`src/rtl/parking_gate_scheduler.sv`:
```
// parking_gate_scheduler
//   Sequences one shared parking gate between an entry lane and an exit lane.
//   A round-robin pointer arbitrates the lanes, arriving cars get the lowest
//   free slot, and leaving cars release the slot they name.  Every grant opens
//   the door for DOOR_CYCLES cycles, followed by one closed HOLD cycle before
//   the next grant can be made.
//
// Handshake: entry_req / exit_req are levels held by the requester until it
//   sees a one-cycle response pulse (entry_ack/entry_deny, exit_ack/exit_err),
//   and are dropped the cycle after that pulse.  A lane is only sampled while
//   the FSM is IDLE, so a request held through OPEN/HOLD simply waits.
//
// Ports:
//   clk, reset      rising-edge clock, synchronous active-high reset
//   entry_req       car waiting at the entry lane
//   exit_req        car waiting at the exit lane, exit_slot names its slot
//   entry_ack       grant pulse for entry, alloc_slot valid in the same cycle
//   exit_ack        grant pulse for exit
//   entry_deny      entry refused, lot full
//   exit_err        exit refused, exit_slot was not occupied
//   alloc_slot      slot of the most recent entry grant
//   door_open       gate open
//   occupancy       bit i set = slot i occupied
//   free_count      number of free slots (0..4)
//   full            all four slots occupied
//   state_dbg       current FSM state (0 IDLE, 1 OPEN, 2 HOLD)
module parking_gate_scheduler #(
  parameter int DOOR_CYCLES = 8,
  parameter int CNT_W       = 8
) (
  input  logic       clk,
  input  logic       reset,
  input  logic       entry_req,
  input  logic       exit_req,
  input  logic [1:0] exit_slot,
  output logic       entry_ack,
  output logic       exit_ack,
  output logic       entry_deny,
  output logic       exit_err,
  output logic [1:0] alloc_slot,
  output logic       door_open,
  output logic [3:0] occupancy,
  output logic [2:0] free_count,
  output logic       full,
  output logic [1:0] state_dbg
);

  typedef enum logic [1:0] {
    IDLE = 2'd0,
    OPEN = 2'd1,
    HOLD = 2'd2
  } state_t;

  // The timer counts down from DOOR_CYCLES-1 to 0 while OPEN; the door drops on
  // the edge that sees 0, giving exactly DOOR_CYCLES open cycles.
  localparam logic [CNT_W-1:0] TIMER_LOAD = CNT_W'(DOOR_CYCLES - 1);

  state_t           state, state_nxt;
  logic [CNT_W-1:0] timer, timer_nxt;
  logic             ptr_exit, ptr_exit_nxt;  // 1: exit lane wins a tie
  logic [3:0]       occ_nxt;
  logic [1:0]       alloc_nxt;
  logic             door_nxt;
  logic             entry_ack_nxt, exit_ack_nxt, entry_deny_nxt, exit_err_nxt;
  logic [2:0]       free_nxt;
  logic [1:0]       low_free;
  logic             serve_entry, serve_exit;

  // Lowest-index free slot; only consumed when the lot is not full.
  always_comb begin
    low_free = 2'd0;
    for (int i = 3; i >= 0; i--) begin
      if (!occupancy[i]) low_free = 2'(i);
    end
  end

  assign serve_entry = entry_req & (~exit_req | ~ptr_exit);
  assign serve_exit  = exit_req  & (~entry_req | ptr_exit);

  always_comb begin
    state_nxt      = state;
    timer_nxt      = timer;
    ptr_exit_nxt   = ptr_exit;
    occ_nxt        = occupancy;
    alloc_nxt      = alloc_slot;
    door_nxt       = door_open;
    entry_ack_nxt  = 1'b0;
    exit_ack_nxt   = 1'b0;
    entry_deny_nxt = 1'b0;
    exit_err_nxt   = 1'b0;
    case (state)
      IDLE: begin
        // Any served request, accepted or refused, consumes the turn.
        if (serve_entry) begin
          ptr_exit_nxt = 1'b1;
          if (full) begin
            entry_deny_nxt = 1'b1;
          end else begin
            occ_nxt[low_free] = 1'b1;
            alloc_nxt         = low_free;
            entry_ack_nxt     = 1'b1;
            door_nxt          = 1'b1;
            timer_nxt         = TIMER_LOAD;
            state_nxt         = OPEN;
          end
        end else if (serve_exit) begin
          ptr_exit_nxt = 1'b0;
          if (occupancy[exit_slot]) begin
            occ_nxt[exit_slot] = 1'b0;
            exit_ack_nxt       = 1'b1;
            door_nxt           = 1'b1;
            timer_nxt          = TIMER_LOAD;
            state_nxt          = OPEN;
          end else begin
            exit_err_nxt = 1'b1;
          end
        end
      end
      OPEN: begin
        if (timer == '0) begin
          door_nxt  = 1'b0;
          state_nxt = HOLD;
        end else begin
          timer_nxt = timer - CNT_W'(1);
        end
      end
      HOLD: state_nxt = IDLE;
      default: state_nxt = IDLE;
    endcase
  end

  // free_count and full track the occupancy being written this edge.
  always_comb begin
    free_nxt = 3'd0;
    for (int i = 0; i < 4; i++) begin
      if (!occ_nxt[i]) free_nxt = free_nxt + 3'd1;
    end
  end

  always_ff @(posedge clk) begin
    if (reset) begin
      state      <= IDLE;
      timer      <= '0;
      ptr_exit   <= 1'b1;
      occupancy  <= 4'b0000;
      alloc_slot <= 2'd0;
      door_open  <= 1'b0;
      entry_ack  <= 1'b0;
      exit_ack   <= 1'b0;
      entry_deny <= 1'b0;
      exit_err   <= 1'b0;
      free_count <= 3'd4;
      full       <= 1'b0;
    end else begin
      state      <= state_nxt;
      timer      <= timer_nxt;
      ptr_exit   <= ptr_exit_nxt;
      occupancy  <= occ_nxt;
      alloc_slot <= alloc_nxt;
      door_open  <= door_nxt;
      entry_ack  <= entry_ack_nxt;
      exit_ack   <= exit_ack_nxt;
      entry_deny <= entry_deny_nxt;
      exit_err   <= exit_err_nxt;
      free_count <= free_nxt;
      full       <= &occ_nxt;
    end
  end

  assign state_dbg = state;

endmodule

```
`config.mk`:
```
export PLATFORM = sky130hd
export DESIGN_NAME = parking_gate_scheduler
export DESIGN_NICKNAME = d
export VERILOG_FILES = /design/src/rtl/parking_gate_scheduler.sv
export SDC_FILE = /design/constraint.sdc
export NUM_CORES = 1
export LEC_CHECK = 0
export BUFFER_PORTS_ARGS = -buffer_cell sky130_fd_sc_hd__buf_2
export CORE_MARGIN = 2
export CORE_UTILIZATION = 51
export DETAILED_ROUTE_END_ITERATION = 7
export PLACE_DENSITY = 0.69
export SLEW_MARGIN = 20
export SYNTH_ARGS = -nofsm -noshare
export SYNTH_HDL_FRONTEND = slang
export SYNTH_SLANG_ARGS = --single-unit
```
`constraint.sdc`:
```
create_clock -name clk -period 4.2 [get_ports clk]
set_input_delay 0.63 -clock clk [delete_from_list [all_inputs] [get_ports clk]]
set_output_delay 0.63 -clock clk [all_outputs]
set_load 0.005 [all_outputs]
```
==> results.sh, run 1 <==
export IMPL_outcome="finished, final reports clean"
export IMPL_crit_path_top_delay_cell="dfxtp_1"
export IMPL_crit_buf_inv=1
export IMPL_fmax_mhz=302
export IMPL_layout_drive_gt1_share_pct=18.9
export IMPL_die_area_sq_mm=0.00335
export IMPL_cts_tree="built"
export IMPL_yosysWarningCount=0
export IMPL_crit_type="register to register"
export IMPL_synth_edff_count=0
export IMPL_cts_buffer_depth=2
export IMPL_grt_pass1_vias=1340
export IMPL_path_delay_family="simple AND/OR/NAND/NOR gates"
export IMPL_drt_iter0_markers=81
export IMPL_fin_tns_setup_ps=0
export IMPL_grt_pass1_wl_microns=5650
export IMPL_avgSynthCellArea_sq_um=9.27
export IMPL_clkTransAtPathRegs_ps=150
export IMPL_synth_seq_area_share_pct=35.1
export IMPL_clk_latency_ps=330
export IMPL_ys_ff_latch=26
export IMPL_rows=19
export IMPL_cts_sinks=26
export IMPL_start_kind="register"
export IMPL_die_h_microns=57.9
export IMPL_cts_buffers=3
export IMPL_hold_slack_ps=488
export IMPL_synth_cell_types=53
export IMPL_synth_area_leader_cell="dfxtp_1"
export IMPL_slew_headroom_pct=51.3
export IMPL_grt_max_degree=18
export IMPL_final_nets=193
export IMPL_finalSetupViolations=0
export IMPL_place_congestion=0.893
export IMPL_cp_max_fo=16
export IMPL_hold_buffers=0
export IMPL_hp_class="register to register"
export IMPL_p_per_area_mw_per_mm2=425
export IMPL_tightest_slew_ps=731
export IMPL_die_w_microns=57.9
export IMPL_peakVddDrop_v=0.000301
export IMPL_gr_total_overflow=0
export IMPL_crit_chain="nor2_1 > nand3_1 > o32ai_1 > ha_1 > inv_1 > nor4_1 > a211o_1 > ha_1 > or4b_1 > o31ai_1"
export IMPL_synth_top_area_share_pct=35.1
export IMPL_cts_setup_buffers=0
export IMPL_hold_viol=0
export IMPL_num_antenna_cells=0
export IMPL_wirelength_microns=3310
export IMPL_period_share_pct=78.9
export IMPL_seqCellArea_sq_um=520
export IMPL_critical_path_most_common_cell="ha_1"
export IMPL_detail_route_antenna_nets=0
export IMPL_synth_area_leaders="dfxtp_1 35%, mux2i_1 6.8%, ha_1 5.1%"
export IMPL_worstPathRequired_ps=4450
export IMPL_async_flop_share_pct=0
export IMPL_cts_htree_levels=1
export IMPL_cp_arrival_ps=3570
export IMPL_report_final_slew_viol_count=0
export IMPL_post_cts_resized=0
export IMPL_total_power_uw=704
export IMPL_via_count=1318
export IMPL_fill_cells=262
export IMPL_area_delta_synth_final_pct=11.7
export IMPL_grt_use_total_pct=21.5
export IMPL_skew_ps=7.75
export IMPL_syn_area_sq_mm=0.00148
export IMPL_coreArea_sq_mm=0.00276
export IMPL_drc=0
export IMPL_wire_per_inst_microns=15.7
export IMPL_root_buffer="clkbuf_4"
export IMPL_rsz0062_at_grt="no"
export IMPL_multi_input_area_sq_um=882
export IMPL_synth_ff_type="dfxtp_1"
export IMPL_port_buffer_count=22
export IMPL_post_dp_hpwl_microns=2450
export IMPL_io_pins=23
export IMPL_syn_inst=160
export IMPL_syn_nets=172
export IMPL_period_needed_ps=3310
export IMPL_max_cap_viol_count=0
export IMPL_max_stage_delay_ps=520
export IMPL_start_util_pct=53.8
export IMPL_p_leak_nw=0.702
export IMPL_crit_path_end_kind="register"
export IMPL_antenna_found_initial=0
export IMPL_first_pass_iters=4
export IMPL_avgViaCountPerCell=6.25
[report_power, final]
group	switching (mW)	total, mW	internal [mW]
Combinational	0.119	0.224	0.106
Sequential	0.0300	0.306	0.276
Clock	0.0777	0.174	0.0966
[state kept, by name (all words and copies together), names as in the netlist]
signal      cells
occupancy       4
alloc_slot      2
door_open       1
state_dbg       2
entry_ack       1
entry_deny      1
full            1
free_count      3
exit_err        1
timer           8
ptr_exit        1
exit_ack        1
[stage by stage]
stage	utilization [%]	worst slack (ps)	instance area [sq um]	std cells
after floorplan	-	1050	1480	160
after global placement	58.2	925	1600	207
after detailed placement	58.2	836	1600	207
after CTS	60.1	937	1660	211
after global routing	60.1	697	1660	211
final	60.1	885	1660	211
[worst paths after layout]
kind	slack [ps]	start	cells after the start	to
max	890	state_dbg[1]	10	free_count[1]
max reg2reg	890	state_dbg[1]	10	free_count[1]
min reg2reg	490	door_open	2	door_open
min	490	door_open	2	door_open
[layout make-up]
| type | count | area share [%] |
|---|---|---|
| clock buffers | 3 | 1.36 |
| clock inverters | 1 | 1.81 |
| inverters | 14 | 3.17 |
| multi-input cells | 114 | 53.2 |
| flip-flops and latches | 26 | 31.4 |
| well taps | 31 | 2.34 |
| repair buffers | 22 | 6.65 |
[logic make-up after synthesis]
logic type	after synthesis	synth area share [%]
adders and majority gates	6	5.06
DFF	26	35.1
and+or+nand+nor	60	24.7
muxes	11	8.27
AOI/OAI and AO/OA	37	21.4
buffers and inverters	20	5.40
[worst register-to-register path, stage by stage (launching register included)]
cell and delay [ps]:
dfxtp_1 520, nor2_1 400, nand3_1 240, o32ai_1 460, ha_1 330, inv_1 110
nor4_1 80, a211o_1 320, ha_1 290, or4b_1 430, o31ai_1 70
[layout by cell type, fill, tap and decap left out, types with 5 or more instances in the layout]
master,instances
mux2i_1,10
a21oi_1,6
inv_1,13
nor4_1,5
nand2_1,6
dfxtp_1,26
nor2_1,8
nand3b_1,5
nand3_1,8
buf_2,22
ha_1,6
[cells in the mapped netlist, drive strengths merged, types with 2 or more instances]
cell / instances
or3: 4
a21bo: 2
a31oi: 2
a2111oi: 2
a211oi: 2
nor3b: 4
mux2i: 10
o31a: 2
inv: 13
and2: 3
a21oi: 6
o31ai: 2
and3: 3
nand2: 6
o211ai: 2
a21boi: 2
nor4: 5
nand3: 8
nand2b: 3
buf: 3
ha: 6
o21ai: 2
nor3: 4
dfxtp: 26
clkbuf: 3
nand3b: 5
a221oi: 2
nor2: 8
[routing by layer]
metal	track usage, %	part of all wire, %
met1	25.0	43
met2	36.5	51
met3	3.35	3.5
met4	14.0	3.0
met5	0	0
(Power assumes the default switching activity.)
==> run 2, diff against run 1 <==
--- a/config.mk
+++ b/config.mk
@@ -5,6 +5,7 @@
 export SDC_FILE = /design/constraint.sdc
 export NUM_CORES = 1
 export LEC_CHECK = 0
+export ABC_AREA = 1
 export BUFFER_PORTS_ARGS = -buffer_cell sky130_fd_sc_hd__buf_2
 export CORE_MARGIN = 2
 export CORE_UTILIZATION = 51
==> constraint.sdc (replaced) <==
create_clock -name clk -period 3.1 [get_ports clk]
set_input_delay 0.465 -clock clk [delete_from_list [all_inputs] [get_ports clk]]
set_output_delay 0.465 -clock clk [all_outputs]
set_load 0.005 [all_outputs]
==> run 2 against run 1 <==
Routed wire length decreased by 8.2%. Clock power decreased by 18%. Clock-buffer cell count unchanged. Maximum frequency increased by 54%. Die area increased by 4.1%. Flip-flop and latch count unchanged. First-iteration DRC count decreased by 30%. Final area increased by 2.4%. Non-clock buffer count unchanged. Clock skew decreased by 4.5 ps. Critical endpoint unchanged. Largest cell class unchanged. Highest routed layer unchanged.
==> results.sh, run 2 <==
export IMPL_outcome="finished, final reports clean"
export IMPL_finalNonFillerCells=272
export IMPL_hp_class="primary input to register"
export IMPL_via_count=1350
export IMPL_clk_latency_ps=310
export IMPL_peakVddDrop_v=0.000347
export IMPL_die_w_microns=59.1
export IMPL_multi_input_area_sq_um=885
export IMPL_avgSynthCellArea_sq_um=7.07
export IMPL_ys_ff_latch=26
export IMPL_area_delta_synth_final_pct=9.62
export IMPL_period_share_pct=69.5
export IMPL_fin_tns_setup_ps=0
export IMPL_largest_register_ff_count=8
export IMPL_wirelength_microns=3040
export IMPL_root_buffer="clkbuf_4"
export IMPL_final_nets=255
export IMPL_final_area_sq_mm=0.00170
export IMPL_wire_per_inst_microns=11.2
export IMPL_final_common_cell="nand2_1"
export IMPL_syn_inst=219
export IMPL_start_util_pct=54.7
export IMPL_p_per_area_mw_per_mm2=843
export IMPL_period_needed_ps=2150
export IMPL_utilization_pct=60.0
export IMPL_finalSetupViolations=0
export IMPL_num_antenna_cells=0
export IMPL_cts_buffer_depth=2
export IMPL_grt_pass1_vias=1262
export IMPL_die_area_sq_mm=0.00349
export IMPL_async_flop_share_pct=0
export IMPL_synth_area_leader_cell="dfxtp_1"
export IMPL_avgViaCountPerCell=4.96
export IMPL_fill_cells=269
export IMPL_post_dp_hpwl_microns=2350
export IMPL_grt_use_total_pct=20.1
export IMPL_report_final_slew_viol_count=0
export IMPL_synth_most_common_cell="nand2_1"
export IMPL_start_kind="register"
export IMPL_place_congestion=0.863
export IMPL_grt_pass1_wl_microns=5460
export IMPL_rows=19
export IMPL_place_inst=269
export IMPL_rsz0062_at_grt="no"
export IMPL_skew_ps=3.22
export IMPL_port_buffer_count=22
export IMPL_p_leak_nw=0.854
export IMPL_seqCellArea_sq_um=520
export IMPL_synth_ff_type="dfxtp_1"
export IMPL_synth_top_area_share_pct=33.6
export IMPL_hold_viol=0
export IMPL_fmax_mhz=464
export IMPL_final_cell_mix="56 x nand2_1, 26 x dfxtp_1, 23 x inv_1, 23 x nor2_1"
export IMPL_slew_headroom_pct=76.1
export IMPL_regMostFlops="timer"
export IMPL_cts_htree_levels=1
export IMPL_cts_setup_buffers=0
export IMPL_tightest_slew_ps=359
export IMPL_post_cts_resized=0
export IMPL_max_cap_viol_count=0
export IMPL_total_power_mw=1.43
export IMPL_synth_seq_area_share_pct=33.6
export IMPL_gr_total_overflow=0
export IMPL_cts_buffers=3
export IMPL_coreArea_sq_mm=0.00283
export IMPL_hold_buffers=0
export IMPL_layout_drive_gt1_share_pct=25.7
export IMPL_first_pass_iters=4
export IMPL_post_dp_cell_area_sq_mm=0.00167
export IMPL_syn_nets=231
export IMPL_cts_tree="built"
export IMPL_crit_path_end_kind="register"
export IMPL_synth_common_cells="56 x nand2_1, 26 x dfxtp_1, 23 x inv_1, 23 x nor2_1, 22 x nand3_1"
export IMPL_clkTransAtPathRegs_ps=130
export IMPL_reg_top3="timer (8), occupancy (4), free_count (3)"
export IMPL_antenna_found_initial=0
export IMPL_grt_max_degree=20
export IMPL_cts_sinks=26
export IMPL_synth_area_leaders="dfxtp_1 34%, nand2_1 14%, nand3_1 7.1%"
export IMPL_die_h_microns=59.1
export IMPL_io_pins=23
export IMPL_syn_area_sq_mm=0.00155
export IMPL_synth_cell_types=28
export IMPL_detail_route_antenna_nets=0
export IMPL_cp_arrival_ps=2380
export IMPL_cp_max_fo=4
export IMPL_crit_type="register to register"
export IMPL_drt_iter0_markers=57
export IMPL_yosysWarningCount=0
export IMPL_drc=0
export IMPL_synth_edff_count=0
export IMPL_worstPathRequired_ps=3330
==> run 2: final timing paths <==
path / from / end / slack [ps] / cells after the start
setup / recovery: ptr_exit / free_count[1] / 950 / 14
hold / removal: exit_slot[1] / exit_ack / 450 / 3
setup reg to reg: ptr_exit / free_count[1] / 950 / 14
hold reg to reg: door_open / door_open / 460 / 2
==> run 2: logic make-up (layout without fill, tap and decap cells) <==
family                     after synthesis  count (layout)  synth area share (%)
DFF                                     26              26                  33.6
and+or+nand+nor                        129             129                  42.0
buffers and inverters                   35              57                  9.22
xor gates and xnor gates                 2               2                  1.13
adders and majority gates                6               6                  4.85
AOI/OAI and AO/OA                       21              21                  9.14
==> run 2: routing by layer <==
layer | GRT usage (%) | routed length (microns) | vias to the layer above
li1 | - | - | 734
met1 | 27.5 | 1520 | 586
met2 | 32.2 | 1370 | 28
met3 | 3.28 | 127 | 2
met4 | 6.82 | 17 | 0
met5 | 0 | 0 | -
==> run 2: layout make-up <==
type | instances | area share (%)
multi-input cells | 158 | 52.1
flip-flops and latches | 26 | 30.7
inverters | 32 | 7.08
repair buffers | 22 | 6.49
well taps | 31 | 2.29
clock buffers | 3 | 1.33
==> run 2: report_power, final <==
part	total (mW)	switching (mW)	internal, mW
clock network	0.143	0.0977	0.0455
registers	0.464	0.0549	0.409
logic	0.823	0.518	0.305
total	1.43	0.671	0.759
==> run 2: through the flow <==
| stage | hold slack (ps) | setup WS, ps |
|---|---|---|
| finish | 453 | 947 |
| global route | 451 | 743 |
| CTS | 440 | 929 |
| detailed placement | 441 | 654 |
| global placement | 441 | 725 |
| floorplan | 447 | 931 |
==> run 2: critical path, stage by stage, from the launching register on <==
cell     delay [ps]
dfxtp_1         360
a21oi_4         180
nand2_1         110
nor2_2          170
inv_2            80
a22oi_2         200
inv_2            60
ha_1            320
inv_1            60
nand2_1          60
nand2_2          70
inv_2            40
ha_1            260
nand2_1          60
nand2_1          40
==> run 3, diff against run 2 <==
==> constraint.sdc (replaced) <==
create_clock -name clk -period 2.2 [get_ports clk]
set_input_delay 0.33 -clock clk [delete_from_list [all_inputs] [get_ports clk]]
set_output_delay 0.33 -clock clk [all_outputs]
set_load 0.005 [all_outputs]
==> run 3 against run 2 <==
Sequential share of layout area fell by 1.4 points. Via count grew 1.9%. Register-to-register slack worse by 810 ps. Critical path depth down 1. First-iteration DRC count down 42%. Non-clock buffer count increased by 7. Flip-flop and latch count is the same. Total power up 53%. Worst hold slack lost 150 ps. Die area did not move. Clock power is 78% higher. Maximum frequency rose by 4.5%. Critical endpoint is now free_count[2]. Largest power group unchanged.
==> results.sh, run 3 (synthesis gave the netlist of run 2 again) <==
export IMPL_outcome="finished, final reports clean"
export IMPL_grt_pass1_vias=1224
export IMPL_crit_type="register to register"
export IMPL_antenna_found_initial=0
export IMPL_grt_use_total_pct=20.1
export IMPL_first_pass_iters=4
export IMPL_regMostFlops="timer"
export IMPL_met1_usage_pct=28.4
export IMPL_hold_slack_ps=306
export IMPL_final_nets=262
export IMPL_cts_buffers=3
export IMPL_max_cap_viol_count=0
export IMPL_cts_buffer_depth=2
export IMPL_grt_busiest_layer="met2"
export IMPL_place_inst=273
export IMPL_drt_iter0_markers=33
export IMPL_wire_per_inst_microns=11.2
export IMPL_hold_buffers=0
export IMPL_hold_viol=0
export IMPL_tightest_slew_ps=374
export IMPL_peakVddDrop_v=0.000522
export IMPL_p_per_area_mw_per_mm2=1220
export IMPL_grt_pass1_wl_microns=5360
export IMPL_rows=19
export IMPL_post_dp_hpwl_microns=2360
export IMPL_period_share_pct=93.7
export IMPL_start_util_pct=54.7
export IMPL_period_needed_ps=2060
export IMPL_place_congestion=0.858
export IMPL_coreArea_sq_mm=0.00283
export IMPL_regToRegSetupSlack_ps=140
export IMPL_worstPathRequired_ps=2430
export IMPL_fin_tns_setup_ps=0
export IMPL_final_common_cell="nand2_1"
export IMPL_hp_class="primary input to register"
export IMPL_area_delta_synth_final_pct=15.8
export IMPL_detail_route_antenna_nets=0
export IMPL_fmax_mhz=485
export IMPL_io_pins=23
export IMPL_largest_register_ff_count=8
export IMPL_clk_latency_ps=330
export IMPL_root_buffer="clkbuf_4"
export IMPL_die_w_microns=59.1
export IMPL_start_kind="register"
export IMPL_grt_max_degree=20
export IMPL_report_final_slew_viol_count=0
export IMPL_met3_usage_pct=3.49
export IMPL_cp_max_fo=6
export IMPL_skew_ps=3.48
export IMPL_slew_headroom_pct=75.1
export IMPL_final_cell_mix="55 x nand2_1, 25 x dfxtp_1, 23 x inv_1, 23 x nor2_1, 22 x buf_2"
export IMPL_reg_top3="timer (8), occupancy (4), free_count (3)"
export IMPL_p_leak_nw=0.900
export IMPL_avgViaCountPerCell=4.91
export IMPL_die_h_microns=59.1
export IMPL_finalSetupViolations=0
export IMPL_layout_drive_gt1_share_pct=29.7
export IMPL_num_antenna_cells=0
export IMPL_cts_sinks=26
export IMPL_crit_path_end_kind="register"
export IMPL_gr_total_overflow=0
export IMPL_via_count=1376
export IMPL_finalNonFillerCells=280
export IMPL_total_power_mw=2.19
export IMPL_grt_use_met2_pct=30.3
export IMPL_cts_tree="built"
export IMPL_cp_arrival_ps=2290
export IMPL_cts_htree_levels=1
export IMPL_port_buffer_count=22
export IMPL_drc=0
export IMPL_clkTransAtPathRegs_ps=150
export IMPL_die_area_sq_mm=0.00349
export IMPL_fill_cells=262
export IMPL_wirelength_microns=3130
-- run 3: critical path, stage by stage, from the launching register on --
cell      delay, ps
dfxtp_4         390
nor2_4          140
buf_4           130
inv_2            40
nor2_4          200
a22oi_2         120
buf_4           150
ha_1            170
nand3b_1        140
nand2_1         110
ha_1            190
nand2_1          60
nand2_1          50
nand3_1          50
-- run 3: path summary, 6_finish.rpt --
path / startpoint / to / depth (start not counted)
worst max register to register: state_dbg[1] / free_count[2] / 13
worst min register to register: door_open / door_open / 2
worst max-delay path: state_dbg[1] / free_count[2] / 13
worst min-delay path: exit_slot[1] / exit_ack / 3
-- run 3: layer usage --
metal	vias to the layer above	routed length, microns	part of all wire (%)
met5	-	0	0
met4	0	38	1.2
met3	4	102	3.3
met2	27	1350	43
met1	599	1640	52
li1	746	-	-
-- run 3: layout make-up --
class | instances | area [sq um] | area share [%]
multi-input combinational | 158 | 910 | 50.8
inverter | 32 | 120 | 6.70
sequential | 26 | 524 | 29.3
clock buffer | 4 | 36.3 | 2.03
tap | 31 | 38.8 | 2.16
timing repair buffer | 29 | 163 | 9.08
-- run 3: power breakdown --
group | switching, mW | leakage, nW | internal (mW)
clock network | 0.152 | 0.0210 | 0.101
registers | 0.0764 | 0.213 | 0.580
logic | 0.770 | 0.666 | 0.510
total | 0.999 | 0.900 | 1.19
-- run 3: what timing repair did --
action | 4_1_cts | 5_1_grt
hold endpoints to repair | 0 | 0
setup buffers | 0 | 3
resized for setup | 0 | 6
setup endpoints to repair | 0 | 2
-- run 3: metrics by stage --
step                      setup slack [ps]  util (%)  instance area [sq um]
final                                  139      63.3                   1790
after global routing                 -36.2      63.3                   1790
after CTS                             75.9      61.5                   1740
after detailed placement              13.9      60.2                   1700
after global placement                49.4      60.2                   1700
after floorplan                        166         -                   1550
